File: config.mk
export PLATFORM = sky130hd
export DESIGN_NAME = daq_rate_switch_ctrl
export DESIGN_NICKNAME = d
export VERILOG_FILES = /design/src/rtl/daq_rate_pkg.sv /design/src/rtl/daq_rate_switch_ctrl.sv
export SDC_FILE = /design/constraint.sdc
export NUM_CORES = 1
export LEC_CHECK = 0
export ABC_CLOCK_PERIOD_IN_PS = 5400
export CAP_MARGIN = 20
export CORE_MARGIN = 10
export CORE_UTILIZATION = 35
export DETAILED_ROUTE_END_ITERATION = 8
export GPL_ROUTABILITY_DRIVEN = 0
export GPL_TIMING_DRIVEN = 0
export HOLD_SLACK_MARGIN = 0.06
export PLACE_DENSITY = 0.58
export SLEW_MARGIN = 40
export SYNTH_ARGS = -nofsm -noshare
export SYNTH_HDL_FRONTEND = slang
export SYNTH_SLANG_ARGS = --single-unit
File: constraint.sdc
create_clock -name CLK -period 5.4 [get_ports CLK]
set_input_delay 0.54 -clock CLK [delete_from_list [all_inputs] [get_ports CLK]]
set_output_delay 0.54 -clock CLK [all_outputs]
set_load 0.1 [all_outputs]
File: src/rtl/daq_rate_pkg.sv
// Shared definitions for the DAQ link rate-switch controller:
// state encoding, default per-rate table entries and a clog2 helper.
package daq_rate_pkg;

   typedef enum logic [2:0] {
      ST_LOCKED = 3'd0,
      ST_REFCLK = 3'd1,
      ST_WRDCLK = 3'd2,
      ST_RSTCDV = 3'd3,
      ST_RSTPCS = 3'd4,
      ST_FAULT  = 3'd5
   } dqrt_state_e;

   // Rate 0 is 3.2 Gb/s, rate 1 is 1.25 Gb/s in the default tables
   localparam logic [2:0] CLK_SEL_3G2   = 3'b001;
   localparam logic [2:0] CLK_SEL_1G25  = 3'b000;
   localparam logic [1:0] RATE_SEL_3G2  = 2'b11;
   localparam logic [1:0] RATE_SEL_1G25 = 2'b10;
   localparam logic       WRDCLK_3G2    = 1'b1;
   localparam logic       WRDCLK_1G25   = 1'b0;

   function automatic int clog2(input int value);
      int r;
      r = 0;
      while ((1 << r) < value) r++;
      if (r < 1) r = 1;
      return r;
   endfunction

endpackage

File: src/rtl/daq_rate_switch_ctrl.sv
// Rate-switch sequencer: refclk change, word-clock change, clock-divider reset,
// PCS reset, with timeout-protected waits and automatic retry.
module daq_rate_switch_ctrl
   import daq_rate_pkg::*;
#(
   parameter int                    NRATES       = 2,
   parameter int                    RW           = clog2(NRATES),
   parameter int                    RST_RATE     = 0,
   parameter logic [NRATES*3-1:0]   CLK_SEL_TBL  = {CLK_SEL_1G25, CLK_SEL_3G2},
   parameter logic [NRATES*2-1:0]   RATE_SEL_TBL = {RATE_SEL_1G25, RATE_SEL_3G2},
   parameter logic [NRATES-1:0]     WRDCLK_TBL   = {WRDCLK_1G25, WRDCLK_3G2},
   parameter int                    WRD_CYC      = 6,
   parameter int                    PCS_CYC      = 6,
   parameter int                    TIMEOUT_CYC  = 1023
) (
   input  logic              CLK,
   input  logic              RST,
   input  logic [RW-1:0]     RATE_REQ,
   input  logic              TXRATEDONE,
   input  logic              CDV_DONE,
   output logic [2:0]        CLK_SEL,
   output logic [1:0]        RATE_SEL,
   output logic              WRDCLKSEL,
   output logic              CDV_INIT,
   output logic              PCSRST,
   output logic [NRATES-1:0] RATE_ACTIVE,
   output logic [RW-1:0]     CUR_RATE,
   output logic              BUSY,
   output logic              BAD_REQ,
   output logic              ERR,
   output logic [7:0]        ERR_CNT,
   output logic [2:0]        DQRT_STATE
);

   localparam int MAX_AB = (WRD_CYC > PCS_CYC) ? WRD_CYC : PCS_CYC;
   localparam int MAXC   = (MAX_AB > TIMEOUT_CYC) ? MAX_AB : TIMEOUT_CYC;
   localparam int CW     = clog2(MAXC + 1);

   localparam logic [CW-1:0] WRD_LAST = CW'(WRD_CYC - 1);
   localparam logic [CW-1:0] PCS_LAST = CW'(PCS_CYC - 1);
   localparam logic [CW-1:0] TO_LAST  = CW'(TIMEOUT_CYC - 1);
   localparam logic [RW-1:0] RST_IDX  = RW'(RST_RATE);

   // Table lookups use constant part-selects so out-of-range indices read as zero
   function automatic logic [2:0] clk_sel_of(input logic [RW-1:0] idx);
      logic [2:0] r;
      r = '0;
      for (int i = 0; i < NRATES; i++)
         if (idx == RW'(i)) r = CLK_SEL_TBL[3*i +: 3];
      return r;
   endfunction

   function automatic logic [1:0] rate_sel_of(input logic [RW-1:0] idx);
      logic [1:0] r;
      r = '0;
      for (int i = 0; i < NRATES; i++)
         if (idx == RW'(i)) r = RATE_SEL_TBL[2*i +: 2];
      return r;
   endfunction

   function automatic logic wrdclk_of(input logic [RW-1:0] idx);
      logic r;
      r = 1'b0;
      for (int i = 0; i < NRATES; i++)
         if (idx == RW'(i)) r = WRDCLK_TBL[i];
      return r;
   endfunction

   function automatic logic [NRATES-1:0] onehot_of(input logic [RW-1:0] idx);
      logic [NRATES-1:0] r;
      r = '0;
      for (int i = 0; i < NRATES; i++)
         r[i] = (idx == RW'(i));
      return r;
   endfunction

   dqrt_state_e    state, state_nxt;
   logic [RW-1:0]  cur_rate, cur_nxt, target, target_nxt;
   logic [CW-1:0]  cnt, cnt_nxt;
   logic           bad_nxt, err_nxt;
   logic [RW-1:0]  sel_idx, wrd_idx;

   always_comb begin
      state_nxt  = state;
      target_nxt = target;
      cur_nxt    = cur_rate;
      bad_nxt    = 1'b0;
      err_nxt    = 1'b0;
      case (state)
         ST_LOCKED: begin
            if (onehot_of(RATE_REQ) == '0) begin
               bad_nxt = 1'b1;
            end else if (RATE_REQ != cur_rate) begin
               target_nxt = RATE_REQ;
               state_nxt  = ST_REFCLK;
            end
         end
         ST_REFCLK: begin
            if (TXRATEDONE) begin
               state_nxt = ST_WRDCLK;
            end else if (cnt == TO_LAST) begin
               state_nxt = ST_FAULT;
               err_nxt   = 1'b1;
            end
         end
         ST_WRDCLK: if (cnt == WRD_LAST) state_nxt = ST_RSTCDV;
         ST_RSTCDV: begin
            if (CDV_DONE) begin
               state_nxt = ST_RSTPCS;
            end else if (cnt == TO_LAST) begin
               state_nxt = ST_FAULT;
               err_nxt   = 1'b1;
            end
         end
         ST_RSTPCS: begin
            if (cnt == PCS_LAST) begin
               state_nxt = ST_LOCKED;
               cur_nxt   = target;
            end
         end
         ST_FAULT:  state_nxt = ST_REFCLK;
         default:   state_nxt = ST_LOCKED;
      endcase

      cnt_nxt = (state_nxt != state || state == ST_LOCKED) ? '0 : cnt + 1'b1;

      // Selects follow the target once its state has been entered, else CUR_RATE
      sel_idx = (state_nxt == ST_LOCKED) ? cur_nxt : target_nxt;
      wrd_idx = (state_nxt == ST_WRDCLK || state_nxt == ST_RSTCDV ||
                 state_nxt == ST_RSTPCS) ? target_nxt : cur_nxt;
   end

   always_ff @(posedge CLK) begin
      if (RST) begin
         state       <= ST_LOCKED;
         cur_rate    <= RST_IDX;
         target      <= RST_IDX;
         cnt         <= '0;
         CLK_SEL     <= clk_sel_of(RST_IDX);
         RATE_SEL    <= rate_sel_of(RST_IDX);
         WRDCLKSEL   <= wrdclk_of(RST_IDX);
         CDV_INIT    <= 1'b0;
         PCSRST      <= 1'b0;
         RATE_ACTIVE <= '0;
         BUSY        <= 1'b0;
         BAD_REQ     <= 1'b0;
         ERR         <= 1'b0;
         ERR_CNT     <= '0;
      end else begin
         state       <= state_nxt;
         cur_rate    <= cur_nxt;
         target      <= target_nxt;
         cnt         <= cnt_nxt;
         CLK_SEL     <= clk_sel_of(sel_idx);
         RATE_SEL    <= rate_sel_of(sel_idx);
         WRDCLKSEL   <= wrdclk_of(wrd_idx);
         CDV_INIT    <= (state_nxt == ST_REFCLK) || (state_nxt == ST_WRDCLK);
         PCSRST      <= (state_nxt == ST_RSTPCS);
         RATE_ACTIVE <= (state_nxt == ST_LOCKED) ? onehot_of(cur_nxt) : '0;
         BUSY        <= (state_nxt != ST_LOCKED);
         BAD_REQ     <= bad_nxt;
         ERR         <= err_nxt;
         if (err_nxt && ERR_CNT != 8'hFF) ERR_CNT <= ERR_CNT + 8'd1;
      end
   end

   assign CUR_RATE   = cur_rate;
   assign DQRT_STATE = state;

endmodule

* After elaboration in Yosys (flattened, before gate mapping) *
Index checks and enable logic that the tools add are counted.

storage, ports and cells
  bits of input ports = 5
  register bits after elaboration = 36
  memory bits (writable) = 0
  ROM bits = 0
  memories kept = 0
  word-level logic and storage cells = 69
  latch bits = 0
  output and inout port bits = 25

cells by class
  multiplexer cells = 23
  magnitude comparators = 0
  reductions and logical operators = 12
  add/sub/neg operators = 2
  bitwise operators = 4
  divide/modulo/power cells = 0
  multiply operators = 0
  eq/ne operators = 14
  shifts and indexed selects = 0

operators by type and width
  kind                                                                    number
  3-bit two-way mux                                                       7
  3-bit case mux with 6 select lines                                      1
  1-bit two-way mux                                                       14
  3-bit by 2-bit equality test with 1-bit output, second input constant   4
  10-bit by 1-bit adder with 10-bit output, second input constant         1
  10-bit equality test, second input constant                             1
  10-bit by 3-bit equality test with 1-bit output, second input constant  1
  3-bit equality test, second input constant                              3
  8-bit by 1-bit adder with 8-bit output, second input constant           1
  8-bit inequality test, second input constant                            1
  3-bit by 1-bit equality test with 1-bit output, second input constant   2
  3-bit zero test                                                         2
  2-bit OR reduction                                                      3
  1-bit logical OR                                                        4
  1-bit NOT                                                               4
  3-bit inequality test                                                   1
  3-bit nonzero test                                                      1
  2-bit zero test                                                         1
  1-bit case mux with 2 select lines                                      1
  1-bit logical AND                                                       1
  1-bit inequality test                                                   1

* Longest topological paths before layout *
  depth after elaboration = 9
  depth in mapped cells = 7
  gate-level depth less buffers = 7

* Worst setup path after synthesis *
Ideal clock, no wire load.

  kind = reg2reg
  from = register state[2] (netlist: DQRT_STATE[2])
  to = register RATE_ACTIVE[1]
  required time = 5.285 ns
  arrival time = 2.235 ns
  slack = 3.050 ns
  cell stages (with the launch flop) = 7
  clock period less this slack = 2.350 ns
  setup time = 0.115 ns
  buffers on the path = 1
  cells stage by stage = dfxtp_1 buf_4 or3b_1 a31o_2 o31a_1 nor3b_2 and2_1

between the ends
  longest elaborated chain between the ends = 6
  elaborated cells between the ends (all ways) = 18
  classes of those cells = 5 x eq/ne; 9 x mux; 1 x bitwise; 3 x reduce/logical

RTL lines
  item                                  RTL line                                                                              text
  from (decl)                           daq_rate_switch_ctrl.sv:77                                                            dqrt_state_e state, state_nxt;
  from (signal assigned)                daq_rate_switch_ctrl.sv:150                                                           state <= state_nxt;
  3-bit two-way mux (on tied branches)  daq_rate_switch_ctrl.sv:101, daq_rate_switch_ctrl.sv:110, daq_rate_switch_ctrl.sv:93
  3-bit two-way mux (on tied branches)  daq_rate_switch_ctrl.sv:108, daq_rate_switch_ctrl.sv:91, daq_rate_switch_ctrl.sv:99
  3-bit case mux with 6 select lines    daq_rate_switch_ctrl.sv:89                                                            case (state)
  3-bit zero test                       daq_rate_switch_ctrl.sv:159                                                           RATE_ACTIVE <= (state_nxt == ST_LOCKED) ? onehot_of(cur_nxt) : '0;
  1-bit NOT (no source line)            n/a
  2-bit OR reduction (no source line)   n/a
  to (signal assigned)                  daq_rate_switch_ctrl.sv:159
  to (decl)                             daq_rate_switch_ctrl.sv:26                                                            output logic [NRATES-1:0] RATE_ACTIVE,

Parallel ways exist; a longest one is shown, timed or not.
A chain may end at the register's enable or synchronous reset.

* Worst setup path after layout *
  from = input port CDV_DONE
  to = register cnt[3]

between the ends
  longest elaborated chain between the ends = 5

RTL lines
  item                                 RTL line                     text
  from (decl)                          daq_rate_switch_ctrl.sv:20   input logic CDV_DONE,
  3-bit two-way mux                    daq_rate_switch_ctrl.sv:108  if (CDV_DONE) begin
  3-bit case mux with 6 select lines   daq_rate_switch_ctrl.sv:89
  3-bit inequality test                daq_rate_switch_ctrl.sv:125  cnt_nxt = (state_nxt != state || state == ST_LOCKED) ? '0 : cnt + 1'b1;
  1-bit logical OR                     daq_rate_switch_ctrl.sv:125
  2-bit OR reduction (no source line)  n/a
  to (signal assigned)                 daq_rate_switch_ctrl.sv:153  cnt <= cnt_nxt;
  to (decl)                            daq_rate_switch_ctrl.sv:79   logic [CW-1:0] cnt, cnt_nxt;

Every way passes these cells.

==> reports/metrics.yaml <==
run_status:
  outcome: "completed"
critical_path:
  crit_arrival_ns: 2.16
  path_class: "in -> reg"
  path_max_fanout: 10
  crit_chain: "clkdlybuf4s50_1, mux2i_1, a22oi_2, a21oi_1, a31oi_2, nor3_1"
  critPathSlowestCell: "clkdlybuf4s50_1"
  cpLargestDelayFamily: "compound AO/OA/AOI/OAI gates"
  slowest_delay_ns: 0.54
  endpoint_kind: "flop"
  required_ns: 5.53
  reg2reg_slack_ns: 3.39
  path_buf_inv: 1
  startpoint_type: "input pin"
power_and_ir_drop:
  worst_ir_drop_vdd_uv: 153.4
  p_leak_nw: 0.7222
  cellPowerDensity_nw_per_um2: 285.2
sta:
  setup_viol: 0
  setup_ws_ns: 3.368
  skew_ns: 0.006754
  max_slew_margin_pct: 49.11
  tns_ns: 0
  period_minus_slack_ns: 2.032
  timing.final.crit_share_pct: 37.62
  slew_viol_final: 0
  hold_viol_final: 0
  fmax_mhz: 492.2
  tightest_slew_ns: 0.7587
  worst_hold_slack_ns: 0.5311
  rsz0062_at_grt: "no"
clocking:
  cts.clk_slew.worst_paths_ns: 0.06
  cts_max_level: 2
  cts_tree: "done"
  clock_latency_ns: 0.28
  cts_buffers: 5
  cts-root-buf: "clkbuf_8"
  clock_sinks: 31
  postCtsSetupBuffers: 0
  clock_path_buffers: 2
  hold_buffers: 0
  cts_resized: 0
global_route:
  grt_pass1_vias: 1325
  grt_pass1_wl_um: 5947
  antenna_found_initial: 0
  grt_usage_pct: 9.594
  grt-ovfl-total: 0
  grt_max_degree: 11
floorplanning:
  row_count: 24
  die_h_um: 88.07
  start_util_pct: 36.73
  core-area_um2: 4414
  num_io_pins: 30
  die_x_um: 88.07
  die_area_um2: 7755
routing:
  wl_met2_um: 1599
  route.detailed.drc: 0
  vias_per_cell: 5.042
  dr_wl_met3_um: 257
  wl_per_cell_um: 13.02
  drt_iter0_drc: 64
  wirelength_um: 3386
  m1WireLength_um: 1476
  num_vias: 1311
  drt-pass1-iter-count: 4
  antenna_left: 0
  top_layer: "met4"
yosys:
  yosysTopAreaCell: "dfxtp_1"
  synth_cell_types: 48
  synthesis.area_um2: 1622
  synth_top_cell_area_share_pct: 38.27
  syn_area_per_cell_um2: 9.319
  syn_inst: 174
  synthArstFlopShare_pct: 0
  synth_area_leaders: "dfxtp_1 38%, nor3_1 4.9%, xnor2_1 4.9%"
  ys_seq_elements: 31
  ys_warn_count: 0
  synth-edff-count: 0
  synth.yosys.seq_area_share_pct: 38.27
  synth_ff_type: "dfxtp_1"
final_layout:
  nets: 216
  fin_util_pct: 43.28
  n_antenna_cell: 0
  final-instance-count-excl-fill: 260
  areaGrowthSynthToFinish_pct: 17.82
  final_cell_mix: "31 x dfxtp_1, 22 x buf_2, 16 x nor2_1, 16 x nor3_1"
  multiInputGateArea_um2: 898.4
  seqCellArea_um2: 620.6
  nFillCells: 440
  drive_above_1_share_pct: 25.96
  final_common_cell: "dfxtp_1"
job:
  drv_cap: 0
placement:
  placedCellCount: 252
  place_ws_ns: 3.064
  portBuffers: 24
  dp_hpwl_um: 2634
hold_path:
  hold_class: "reg -> reg"
cell families after synthesis:
| family | Yosys count | synth area share (%) |
|---|---|---|
| adder cells (fa/ha/maj) | 4 | 3.087 |
| AND/OR/NAND/NOR | 75 | 28.09 |
| XOR/XNOR | 16 | 8.642 |
| flip-flops | 31 | 38.27 |
| other | 2 | 0.4631 |
| multiplexers | 5 | 3.087 |
| buffers and inverters | 20 | 6.789 |
| AO/OA/AOI/OAI | 21 | 11.57 |
cell usage after synthesis (2+ instances only):
cell,n
nand2_1,6
xnor2_1,9
xor2_1,7
mux2i_1,5
and2_1,2
nand4_1,5
nor4_2,3
inv_1,8
a21oi_1,6
nand2b_1,2
a21o_1,2
ha_1,4
nor3_1,16
nor2b_1,3
conb_1,2
nand3b_1,2
buf_4,9
nor2_1,16
nand3_1,7
dfxtp_1,31
nor3b_2,2
routing by layer:
layer | global-route usage [%] | up-vias
li1 | - | 667
met1 | 10.42 | 608
met2 | 15.61 | 30
met3 | 4.921 | 6
met4 | 3.709 | 0
met5 | 0 | -
through the flow:
stage | instance area [um^2] | power [mW]
floorplan | 1629 | 0.3580
detailed placement | 1829 | 0.3790
global route | 1911 | 0.5726
finish | 1911 | 0.5449
global placement | 1934 | 0.3848
CTS | 1911 | 0.5525
cell type report:
type	instances	area share [%]
multi-input cells	125	47.02
repair buffers	24	7.073
well taps	52	3.405
flip-flops and latches	31	32.48
plain buffers	12	4.191
clock buffers	7	3.995
inverters	8	1.572
clock inverters	1	0.2620
path summary, 6_finish.rpt:
kind / cells after the start / end / startpoint
setup / recovery: 6 / cnt[3]$_SDFF_PP0_ / CDV_DONE
hold / removal: 1 / cnt[0]$_SDFF_PP0_ / cnt[0]$_SDFF_PP0_
setup reg to reg: 7 / CLK_SEL[0]$_SDFF_PP1_ / cnt[0]$_SDFF_PP0_
hold reg to reg: 1 / cnt[0]$_SDFF_PP0_ / cnt[0]$_SDFF_PP0_
worst register-to-register path, stage by stage (launching register included):
cell and delay, ns:
dfxtp_1 0.40, inv_1 0.08, ha_1 0.21, and4_4 0.22, a31oi_4 0.23, o31a_1 0.28
nor3b_2 0.31, mux2i_1 0.21
flip-flops by register name, summed over array words and instances (netlist names), 2 cells and up:
register     cells
ERR_CNT          8
DQRT_STATE       3
RATE_ACTIVE      2
cnt             10
power breakdown:
part | internal (mW) | switching, mW | leakage (nW) | total, mW
logic | 0.0295 | 0.102 | 0.428 | 0.132
clock network | 0.0902 | 0.0817 | 0.0422 | 0.172
registers | 0.237 | 0.00452 | 0.252 | 0.241
total | 0.356 | 0.188 | 0.722 | 0.545
(Power assumes the default switching activity.)
